===== src/rtl/mgr_noc_locl_arb_if.sv =====
// mgr_noc_locl_arb_if: source-side and NoC-side signal bundle for the local manager arbiter
// master: arbiter view (sources and NoC ready in; source ready, output beat, error flags out)
// slave : environment view (directions reversed)
interface mgr_noc_locl_arb_if #(
  parameter int NUM_CH = 4,
  parameter int DATA_W = 64,
  parameter int TYPE_W = 2,
  parameter int PTYPE_W = 2,
  parameter int DEST_W = 2
);
  localparam int CW = $clog2(NUM_CH);
  logic [NUM_CH-1:0] src__arb__valid;
  logic [2*NUM_CH-1:0] src__arb__cntl;
  logic [NUM_CH-1:0] arb__src__ready;
  logic [TYPE_W*NUM_CH-1:0] src__arb__type;
  logic [PTYPE_W*NUM_CH-1:0] src__arb__ptype;
  logic [DEST_W*NUM_CH-1:0] src__arb__desttype;
  logic [NUM_CH-1:0] src__arb__pvalid;
  logic [DATA_W*NUM_CH-1:0] src__arb__data;
  logic locl__noc__dp_valid;
  logic [1:0] locl__noc__dp_cntl;
  logic noc__locl__dp_ready;
  logic [TYPE_W-1:0] locl__noc__dp_type;
  logic [PTYPE_W-1:0] locl__noc__dp_ptype;
  logic [DEST_W-1:0] locl__noc__dp_desttype;
  logic locl__noc__dp_pvalid;
  logic [DATA_W-1:0] locl__noc__dp_data;
  logic [CW-1:0] locl__noc__dp_chan;
  logic [NUM_CH-1:0] arb__sys__err;
  modport master (
    input src__arb__valid, src__arb__cntl, src__arb__type, src__arb__ptype, src__arb__desttype,
          src__arb__pvalid, src__arb__data, noc__locl__dp_ready,
    output arb__src__ready, locl__noc__dp_valid, locl__noc__dp_cntl, locl__noc__dp_type,
           locl__noc__dp_ptype, locl__noc__dp_desttype, locl__noc__dp_pvalid, locl__noc__dp_data,
           locl__noc__dp_chan, arb__sys__err
  );
  modport slave (
    output src__arb__valid, src__arb__cntl, src__arb__type, src__arb__ptype, src__arb__desttype,
           src__arb__pvalid, src__arb__data, noc__locl__dp_ready,
    input arb__src__ready, locl__noc__dp_valid, locl__noc__dp_cntl, locl__noc__dp_type,
          locl__noc__dp_ptype, locl__noc__dp_desttype, locl__noc__dp_pvalid, locl__noc__dp_data,
          locl__noc__dp_chan, arb__sys__err
  );
endinterface


===== src/rtl/mgr_noc_locl_arb.sv =====
// mgr_noc_locl_arb: packet-atomic round-robin arbiter from NUM_CH local sources onto the NoC local ingress port
// Ports: clk, reset_poweron (async, active-high), bus (mgr_noc_locl_arb_if.master):
//   per-channel source beats in with registered ready out, one registered output beat with
//   valid/ready handshake and source channel, sticky per-channel protocol-error flags.
// Option: MGR_NOC_LOCL_ARB_PRIORITY_EN gives channel 0 strict priority at packet boundaries.
module mgr_noc_locl_arb #(
  parameter int NUM_CH = 4,
  parameter int FIFO_DEPTH = 4,
  parameter int DATA_W = 64,
  parameter int TYPE_W = 2,
  parameter int PTYPE_W = 2,
  parameter int DEST_W = 2
) (
  input logic clk,
  input logic reset_poweron,
  mgr_noc_locl_arb_if.master bus
);
  localparam int CW = $clog2(NUM_CH);
  localparam int AW = $clog2(FIFO_DEPTH);
  localparam int BW = 3 + TYPE_W + PTYPE_W + DEST_W + DATA_W;
  typedef enum logic {IDLE, LOCKED} state_t;
  state_t state;
  logic [CW-1:0] owner, last_grant, win, sel, j;
  logic [BW-1:0] head [NUM_CH];
  logic [NUM_CH-1:0] push, pop, empty, elig, bad, rdy, err_set;
  logic [1:0] hc;
  logic found, ld, xfer, conv;
  // Beat layout: {cntl, type, ptype, desttype, pvalid, data}; cntl bit 0 marks a packet start
  for (genvar i = 0; i < NUM_CH; i++) begin : g_ch
    logic [BW-1:0] mem [FIFO_DEPTH];
    logic [AW-1:0] wr, rd;
    logic [AW:0] cnt, nxt;
    logic r;
    assign nxt = cnt + (AW+1)'(push[i]) - (AW+1)'(pop[i]);
    assign rdy[i] = r;
    assign push[i] = bus.src__arb__valid[i] & r;
    assign empty[i] = cnt == '0;
    assign head[i] = mem[rd];
    always_ff @(posedge clk)
      if (push[i]) mem[wr] <= {bus.src__arb__cntl[2*i+:2], bus.src__arb__type[TYPE_W*i+:TYPE_W],
                               bus.src__arb__ptype[PTYPE_W*i+:PTYPE_W], bus.src__arb__desttype[DEST_W*i+:DEST_W],
                               bus.src__arb__pvalid[i], bus.src__arb__data[DATA_W*i+:DATA_W]};
    // Ready is the registered complement of full, so it reopens the cycle after a pop
    always_ff @(posedge clk or posedge reset_poweron)
      if (reset_poweron) begin
        wr <= '0;
        rd <= '0;
        cnt <= '0;
        r <= 1'b0;
      end else begin
        wr <= wr + AW'(push[i]);
        rd <= rd + AW'(pop[i]);
        cnt <= nxt;
        r <= nxt != (AW+1)'(FIFO_DEPTH);
      end
  end
  assign bus.arb__src__ready = rdy;
  always_comb begin
    found = 1'b0;
    win = '0;
    j = '0;
    for (int i = 0; i < NUM_CH; i++) begin
      elig[i] = !empty[i] & head[i][BW-2];
      bad[i] = !empty[i] & !head[i][BW-2];
    end
`ifdef MGR_NOC_LOCL_ARB_PRIORITY_EN
    found = elig[0];
`endif
    for (int k = 1; k <= NUM_CH; k++) begin
      j = CW'((int'(last_grant) + k) % NUM_CH);
      if (!found && elig[j]) begin
        found = 1'b1;
        win = j;
      end
    end
  end
  assign sel = state == LOCKED ? owner : win;
  assign hc = head[sel][BW-1 -: 2];
  assign ld = !bus.locl__noc__dp_valid | bus.noc__locl__dp_ready;
  assign xfer = ld & (state == LOCKED ? !empty[sel] : found);
  // A packet start inside a locked packet closes it as EOM; the head stays queued to restart later
  assign conv = state == LOCKED & hc[0];
  // Misplaced MOM/EOM heads are discarded in IDLE independently of the output slot
  always_comb begin
    pop = state == IDLE ? bad : '0;
    err_set = pop;
    if (xfer & !conv) pop[sel] = 1'b1;
    if (xfer & conv) err_set[sel] = 1'b1;
  end
  always_ff @(posedge clk or posedge reset_poweron)
    if (reset_poweron) begin
      state <= IDLE;
      owner <= '0;
      last_grant <= CW'(NUM_CH - 1);
      bus.arb__sys__err <= '0;
      bus.locl__noc__dp_valid <= 1'b0;
      bus.locl__noc__dp_cntl <= '0;
      bus.locl__noc__dp_chan <= '0;
      {bus.locl__noc__dp_type, bus.locl__noc__dp_ptype, bus.locl__noc__dp_desttype,
       bus.locl__noc__dp_pvalid, bus.locl__noc__dp_data} <= '0;
    end else begin
      bus.arb__sys__err <= bus.arb__sys__err | err_set;
      if (ld) bus.locl__noc__dp_valid <= xfer;
      if (xfer) begin
        bus.locl__noc__dp_cntl <= conv ? 2'b10 : hc;
        bus.locl__noc__dp_chan <= sel;
        {bus.locl__noc__dp_type, bus.locl__noc__dp_ptype, bus.locl__noc__dp_desttype,
         bus.locl__noc__dp_pvalid, bus.locl__noc__dp_data} <= head[sel][BW-3:0];
        if (state == IDLE) begin
          last_grant <= sel;
          owner <= sel;
          state <= hc == 2'b01 ? LOCKED : IDLE;
        end else if (|hc) state <= IDLE;
      end
    end
endmodule


===== src/flat_wrapper.sv =====
// flat-port wrapper written by rule: the top's interface ports become plain ports
module mgr_noc_locl_arb_flat 
#(
  parameter int NUM_CH = 4,
  parameter int FIFO_DEPTH = 4,
  parameter int DATA_W = 64,
  parameter int TYPE_W = 2,
  parameter int PTYPE_W = 2,
  parameter int DEST_W = 2
)
  (clk, reset_poweron, bus_src__arb__valid, bus_src__arb__cntl, bus_src__arb__type, bus_src__arb__ptype, bus_src__arb__desttype, bus_src__arb__pvalid, bus_src__arb__data, bus_noc__locl__dp_ready, bus_arb__src__ready, bus_locl__noc__dp_valid, bus_locl__noc__dp_cntl, bus_locl__noc__dp_type, bus_locl__noc__dp_ptype, bus_locl__noc__dp_desttype, bus_locl__noc__dp_pvalid, bus_locl__noc__dp_data, bus_locl__noc__dp_chan, bus_arb__sys__err);
  mgr_noc_locl_arb_if #(.NUM_CH(NUM_CH), .DATA_W(DATA_W), .TYPE_W(TYPE_W), .PTYPE_W(PTYPE_W), .DEST_W(DEST_W)) bus_i ();
  input logic clk;
  input logic reset_poweron;
  input wire logic [$bits(bus_i.src__arb__valid)-1:0] bus_src__arb__valid;
  input wire logic [$bits(bus_i.src__arb__cntl)-1:0] bus_src__arb__cntl;
  input wire logic [$bits(bus_i.src__arb__type)-1:0] bus_src__arb__type;
  input wire logic [$bits(bus_i.src__arb__ptype)-1:0] bus_src__arb__ptype;
  input wire logic [$bits(bus_i.src__arb__desttype)-1:0] bus_src__arb__desttype;
  input wire logic [$bits(bus_i.src__arb__pvalid)-1:0] bus_src__arb__pvalid;
  input wire logic [$bits(bus_i.src__arb__data)-1:0] bus_src__arb__data;
  input wire logic [$bits(bus_i.noc__locl__dp_ready)-1:0] bus_noc__locl__dp_ready;
  output wire logic [$bits(bus_i.arb__src__ready)-1:0] bus_arb__src__ready;
  output wire logic [$bits(bus_i.locl__noc__dp_valid)-1:0] bus_locl__noc__dp_valid;
  output wire logic [$bits(bus_i.locl__noc__dp_cntl)-1:0] bus_locl__noc__dp_cntl;
  output wire logic [$bits(bus_i.locl__noc__dp_type)-1:0] bus_locl__noc__dp_type;
  output wire logic [$bits(bus_i.locl__noc__dp_ptype)-1:0] bus_locl__noc__dp_ptype;
  output wire logic [$bits(bus_i.locl__noc__dp_desttype)-1:0] bus_locl__noc__dp_desttype;
  output wire logic [$bits(bus_i.locl__noc__dp_pvalid)-1:0] bus_locl__noc__dp_pvalid;
  output wire logic [$bits(bus_i.locl__noc__dp_data)-1:0] bus_locl__noc__dp_data;
  output wire logic [$bits(bus_i.locl__noc__dp_chan)-1:0] bus_locl__noc__dp_chan;
  output wire logic [$bits(bus_i.arb__sys__err)-1:0] bus_arb__sys__err;
  assign bus_i.src__arb__valid = bus_src__arb__valid;
  assign bus_i.src__arb__cntl = bus_src__arb__cntl;
  assign bus_i.src__arb__type = bus_src__arb__type;
  assign bus_i.src__arb__ptype = bus_src__arb__ptype;
  assign bus_i.src__arb__desttype = bus_src__arb__desttype;
  assign bus_i.src__arb__pvalid = bus_src__arb__pvalid;
  assign bus_i.src__arb__data = bus_src__arb__data;
  assign bus_i.noc__locl__dp_ready = bus_noc__locl__dp_ready;
  assign bus_arb__src__ready = bus_i.arb__src__ready;
  assign bus_locl__noc__dp_valid = bus_i.locl__noc__dp_valid;
  assign bus_locl__noc__dp_cntl = bus_i.locl__noc__dp_cntl;
  assign bus_locl__noc__dp_type = bus_i.locl__noc__dp_type;
  assign bus_locl__noc__dp_ptype = bus_i.locl__noc__dp_ptype;
  assign bus_locl__noc__dp_desttype = bus_i.locl__noc__dp_desttype;
  assign bus_locl__noc__dp_pvalid = bus_i.locl__noc__dp_pvalid;
  assign bus_locl__noc__dp_data = bus_i.locl__noc__dp_data;
  assign bus_locl__noc__dp_chan = bus_i.locl__noc__dp_chan;
  assign bus_arb__sys__err = bus_i.arb__sys__err;
  mgr_noc_locl_arb #(.NUM_CH(NUM_CH), .FIFO_DEPTH(FIFO_DEPTH), .DATA_W(DATA_W), .TYPE_W(TYPE_W), .PTYPE_W(PTYPE_W), .DEST_W(DEST_W)) u_core (.clk(clk), .reset_poweron(reset_poweron), .bus(bus_i));
endmodule

===== config.mk =====
export PLATFORM = sky130hd
export DESIGN_NAME = mgr_noc_locl_arb_flat
export DESIGN_NICKNAME = d
export VERILOG_FILES = /design/src/rtl/mgr_noc_locl_arb_if.sv /design/src/rtl/mgr_noc_locl_arb.sv /design/src/flat_wrapper.sv
export SDC_FILE = /design/constraint.sdc
export NUM_CORES = 1
export LEC_CHECK = 0
export ABC_AREA = 1
export BUFFER_PORTS_ARGS = -buffer_cell sky130_fd_sc_hd__buf_2
export CAP_MARGIN = 5
export CORE_MARGIN = 10
export CORE_UTILIZATION = 38
export DETAILED_ROUTE_END_ITERATION = 16
export PLACE_DENSITY = 0.68
export SLEW_MARGIN = 20
export SYNTH_ARGS = -nofsm -noshare
export SYNTH_HDL_FRONTEND = slang
export SYNTH_SLANG_ARGS = --single-unit

===== constraint.sdc =====
create_clock -name clk -period 6.4 [get_ports clk]
set_input_delay 0.64 -clock clk [delete_from_list [all_inputs] [get_ports clk]]
set_output_delay 0.64 -clock clk [all_outputs]
set_load 0.05 [all_outputs]

==> metrics.sh <==
RUN_STATUS='finished clean'
WORST_R2R_PATH_DEPTH=24
FLOORPLAN.CORE_AREA_SQ_UM=130000
PLACE_HPWL_MM=102
MAXSLEWHEADROOM=0.292
DIE_AREA_SQ_UM=146000
DETAILROUTE.VIA_COUNT=32800
SYNTH-WARNING-COUNT=0
WORST_PIN_SLEW_PS=1060
AVGVIACOUNTPERCELL=5.50
CLK_LATENCY_PS=750
FINAL.MIN_CLOCK_PERIOD_PS=5240
AVGSYNTHCELLAREA_SQ_UM=13.3
WIRE_LENGTH_OF_THE_FIRST_GLOBAL_ROUTING_PASS_MM=219
NETLIST_INSTANCES=3751
PLACEMENT.SETUP.WORST_SLACK_PS=1250
CP.ARRIVAL_PS=5850
GRT_ANTENNA_BEFORE_REPAIR=118
FIN_WORST_SKEW_PS=26.0
FINAL.SETUP.TNS_PS=0
CTS.REPORTEDPATHS.CLKPINSLEW_PS=60
DRC_ERRORS=0
CTS_TREE='yes'
SEQ_AREA_FRAC_SYNTH=0.764
POWERDENSITY_nW_PER_UM2=566
SYN-CELL-AREA_SQ_UM=49700
YOSYSUNIQUECELLTYPES=41
LEADING_CELL_TYPE_IN_THE_LAYOUT_FILL_AND_TAPS_EXCLUDED='sky130_fd_sc_hd__edfxtp_1'
POSTLAYOUTCOREUTIL=0.443
HTREE_NUM_LEVELS=4
REGTOREGSTARTPOINT='u_core.g_ch[1].rd[0]'
BOUNDARYPINS=383
NUMCLOCKSINKS=1285
FINISH.INSTANCE_AREA_SQ_UM=57500
GP_CONGESTION=0.876
DIEWIDTH_UM=382
ROW_COUNT=132
FMAXACHIEVABLE_GHz=0.191
FINAL-HOLD-VIOLATION-COUNT=0
LEAKAGEPOWER_uW=0.0202
DRTANTENNAVIOLNETS=0
CTS_REPAIR_RESIZE_COUNT=0
CTS_BUFFERS=131
CTS_HOLD_REPAIR.BUFFERS=0
WORST_HOLD_PATH_TYPE='input port to async pin'
DIE_HEIGHT_UM=382
REG2REG_SETUP_SLACK_PS=1160
FRACTION_OF_LAYOUT_CELLS_WITH_A_SIZE_SUFFIX_ABOVE_1=0.163
DRT_FIRST_PASS_ITERS=7
MAX_CAP_VIOLATIONS=0
SYNTH_SEQ_CELLS=1285
CTS-ROOT-TO-SINK-BUFFERS=3
RSZ0062_AT_GRT='false'
TOTAL_OF_ENDPOINTS_WITH_NEGATIVE_SETUP_SLACK_IN_THE_FINAL_REPORT=0
DETAILED_PLACE.AREA_SQ_UM=53400
FIRST_GLOBAL_VIAS=30800
GRT_MAX_DEGREE=95
IO_BUFFER_COUNT=382
WORSTPATHREQUIRED_PS=7010
FINAL_MAX_SLEW_VIOL_COUNT=0
IR_WORST_VDD_uV=580
START_KIND='flip-flop'
SYN_NETS=4068
GRT-OVFL-TOTAL=0
CRIT_FANOUT=91
AREA_DELTA_SYNTH_FINAL_PCT=15.7
FINAL_CELL_MIX='1,168 x sky130_fd_sc_hd__edfxtp_1, 587 x sky130_fd_sc_hd__nor2_1, 580 x sky130_fd_sc_hd__o21ai_0'
CLK_ROOT_BUFFER_CELL='sky130_fd_sc_hd__clkbuf_16'
LAYOUT_SETUP_WS_PS=1160
CRITICAL_SETUP_PATH_CLASS='flip-flop to flip-flop'
GLOBALROUTETOTALUTIL=0.204
DETAILEDROUTE.FIRSTITERATIONVIOLATIONS=3827
FINALNETCOUNT=4402
CP-END-KIND='flip-flop'
CTS_SETUP_BUFFERS=0
WL_PER_CELL_UM=25.9
FINALCRITPERIODSHARE=0.819
RR_ENDPOINT='u_core.g_ch[3].r'
WIRELENGTH_MM=154
START_UTIL=0.383
-- logic make-up (layout without fill, tap and decap cells) --
| family | Yosys count | after routing | share of synthesized area |
|---|---|---|---|
| AO/OA/AOI/OAI | 955 | 955 | 0.108 |
| XOR/XNOR | 16 | 16 | 0.00297 |
| adder cells (fa/ha/maj) | 18 | 18 | 0.00513 |
| buffers and inverters | 288 | 720 | 0.0239 |
| flip-flops | 1285 | 1285 | 0.764 |
| other | 0 | 36 | 0 |
| AND/OR/NAND/NOR | 1189 | 1189 | 0.0960 |
-- worst max path at each step --
stage,endpoint,depth (start not counted),start
finish,u_core.g_ch[3].r,24,u_core.g_ch[1].rd[0]
global route,u_core.g_ch[3].r,24,u_core.g_ch[0].rd[0]
CTS,u_core.g_ch[3].r,24,u_core.g_ch[1].rd[0]
detailed placement,u_core.g_ch[3].r,24,u_core.g_ch[0].rd[0]
global placement,u_core.g_ch[3].r,24,u_core.g_ch[0].rd[0]
floorplan,u_core.g_ch[1].mem[0][0],2,bus_src__arb__valid[1]
-- layer usage --
metal | routed length (um) | GRT usage | vias to the layer above
met2 | 74100 | 0.331 | 1588
li1 | - | - | 14500
met4 | 4820 | 0.0686 | 68
met1 | 57400 | 0.254 | 16300
met3 | 17500 | 0.0677 | 355
met5 | 422 | 0 | -
-- area by class of cell --
class	instances	area [sq um]
Clock inverter	57	487
Inverter	50	215
Antenna cell	36	90.1
Fill cell	11700	72300
Sequential cell	1285	38000
Timing Repair Buffer	439	2350
Tap cell	1742	2180
Clock buffer	174	3570
Multi-Input combinational cell	2178	10600
-- critical path, cell delays in order, from the launching register on --
cell and delay [ps]:
sky130_fd_sc_hd__dfrtp_4 780, sky130_fd_sc_hd__inv_6 640, sky130_fd_sc_hd__nand2_1 100, sky130_fd_sc_hd__nand3_1 160
sky130_fd_sc_hd__nand3_1 90, sky130_fd_sc_hd__nand2_1 80, sky130_fd_sc_hd__nand2_1 90, sky130_fd_sc_hd__nand2_2 80
sky130_fd_sc_hd__nand2_4 60, sky130_fd_sc_hd__nand3_4 80, sky130_fd_sc_hd__nor2_1 50, sky130_fd_sc_hd__nor2_1 210
sky130_fd_sc_hd__nor2_1 80, sky130_fd_sc_hd__nor2_2 230, sky130_fd_sc_hd__nand2_1 120, sky130_fd_sc_hd__nand3_1 200
sky130_fd_sc_hd__nand4_1 250, sky130_fd_sc_hd__o31ai_1 430, sky130_fd_sc_hd__ha_1 180, sky130_fd_sc_hd__inv_1 40
sky130_fd_sc_hd__ha_1 190, sky130_fd_sc_hd__fa_1 410, sky130_fd_sc_hd__xnor2_1 190, sky130_fd_sc_hd__xor2_1 240
sky130_fd_sc_hd__nand2_1 80
-- cell usage after synthesis, drive strengths merged --
library cell / instances / share of area
nor3: 16 / 0.0016
fa: 4 / 0.0016
nor2: 593 / 0.045
a22oi: 72 / 0.011
buf: 41 / 0.0052
and2: 2 / 0.00025
nand2: 459 / 0.036
dfrtp: 115 / 0.058
ha: 14 / 0.0035
inv: 50 / 0.0039
dfstp: 2 / 0.0011
clkbuf: 197 / 0.015
xor2: 12 / 0.0023
a21oi: 7 / 0.00093
o21ai: 587 / 0.059
nand4: 11 / 0.0015
xnor2: 4 / 0.00070
a211oi: 1 / 0.00015
o22ai: 287 / 0.036
nand3: 107 / 0.012
edfxtp: 1168 / 0.71
o31ai: 1 / 0.00015
nand3b: 1 / 0.00015
-- power by group --
group,internal [uW],switching (uW)
Combinational,3280,9850
Clock,4140,3160
Sequential,11200,964
Total,18600,14000
-- per-stage QoR --
stage | hold slack, ps | total power, uW | std cells
CTS | 58.7 | 32700 | 5925
floorplan | 449 | 20500 | 3751
finish | 39.1 | 32600 | 5961
global route | 80.1 | 34300 | 5936
detailed placement | 464 | 25400 | 5694
global placement | 462 | 25100 | 5693
-- flip-flops by register name, summed over array words and instances, names as in the netlist --
register / cells
u_core.g_ch.mem: 1168
u_core.bus.locl__noc__dp_data: 64
u_core.g_ch.cnt: 12
u_core.g_ch.rd: 8
u_core.g_ch.wr: 8
u_core.bus.arb__sys__err: 4
u_core.g_ch.r: 4
u_core.bus.locl__noc__dp_chan: 2
u_core.bus.locl__noc__dp_cntl: 2
u_core.bus.locl__noc__dp_desttype: 2
u_core.bus.locl__noc__dp_ptype: 2
u_core.bus.locl__noc__dp_type: 2
u_core.last_grant: 2
u_core.owner: 2
u_core.bus.locl__noc__dp_pvalid: 1
u_core.bus.locl__noc__dp_valid: 1
u_core.state: 1
(Power assumes the default switching activity.)
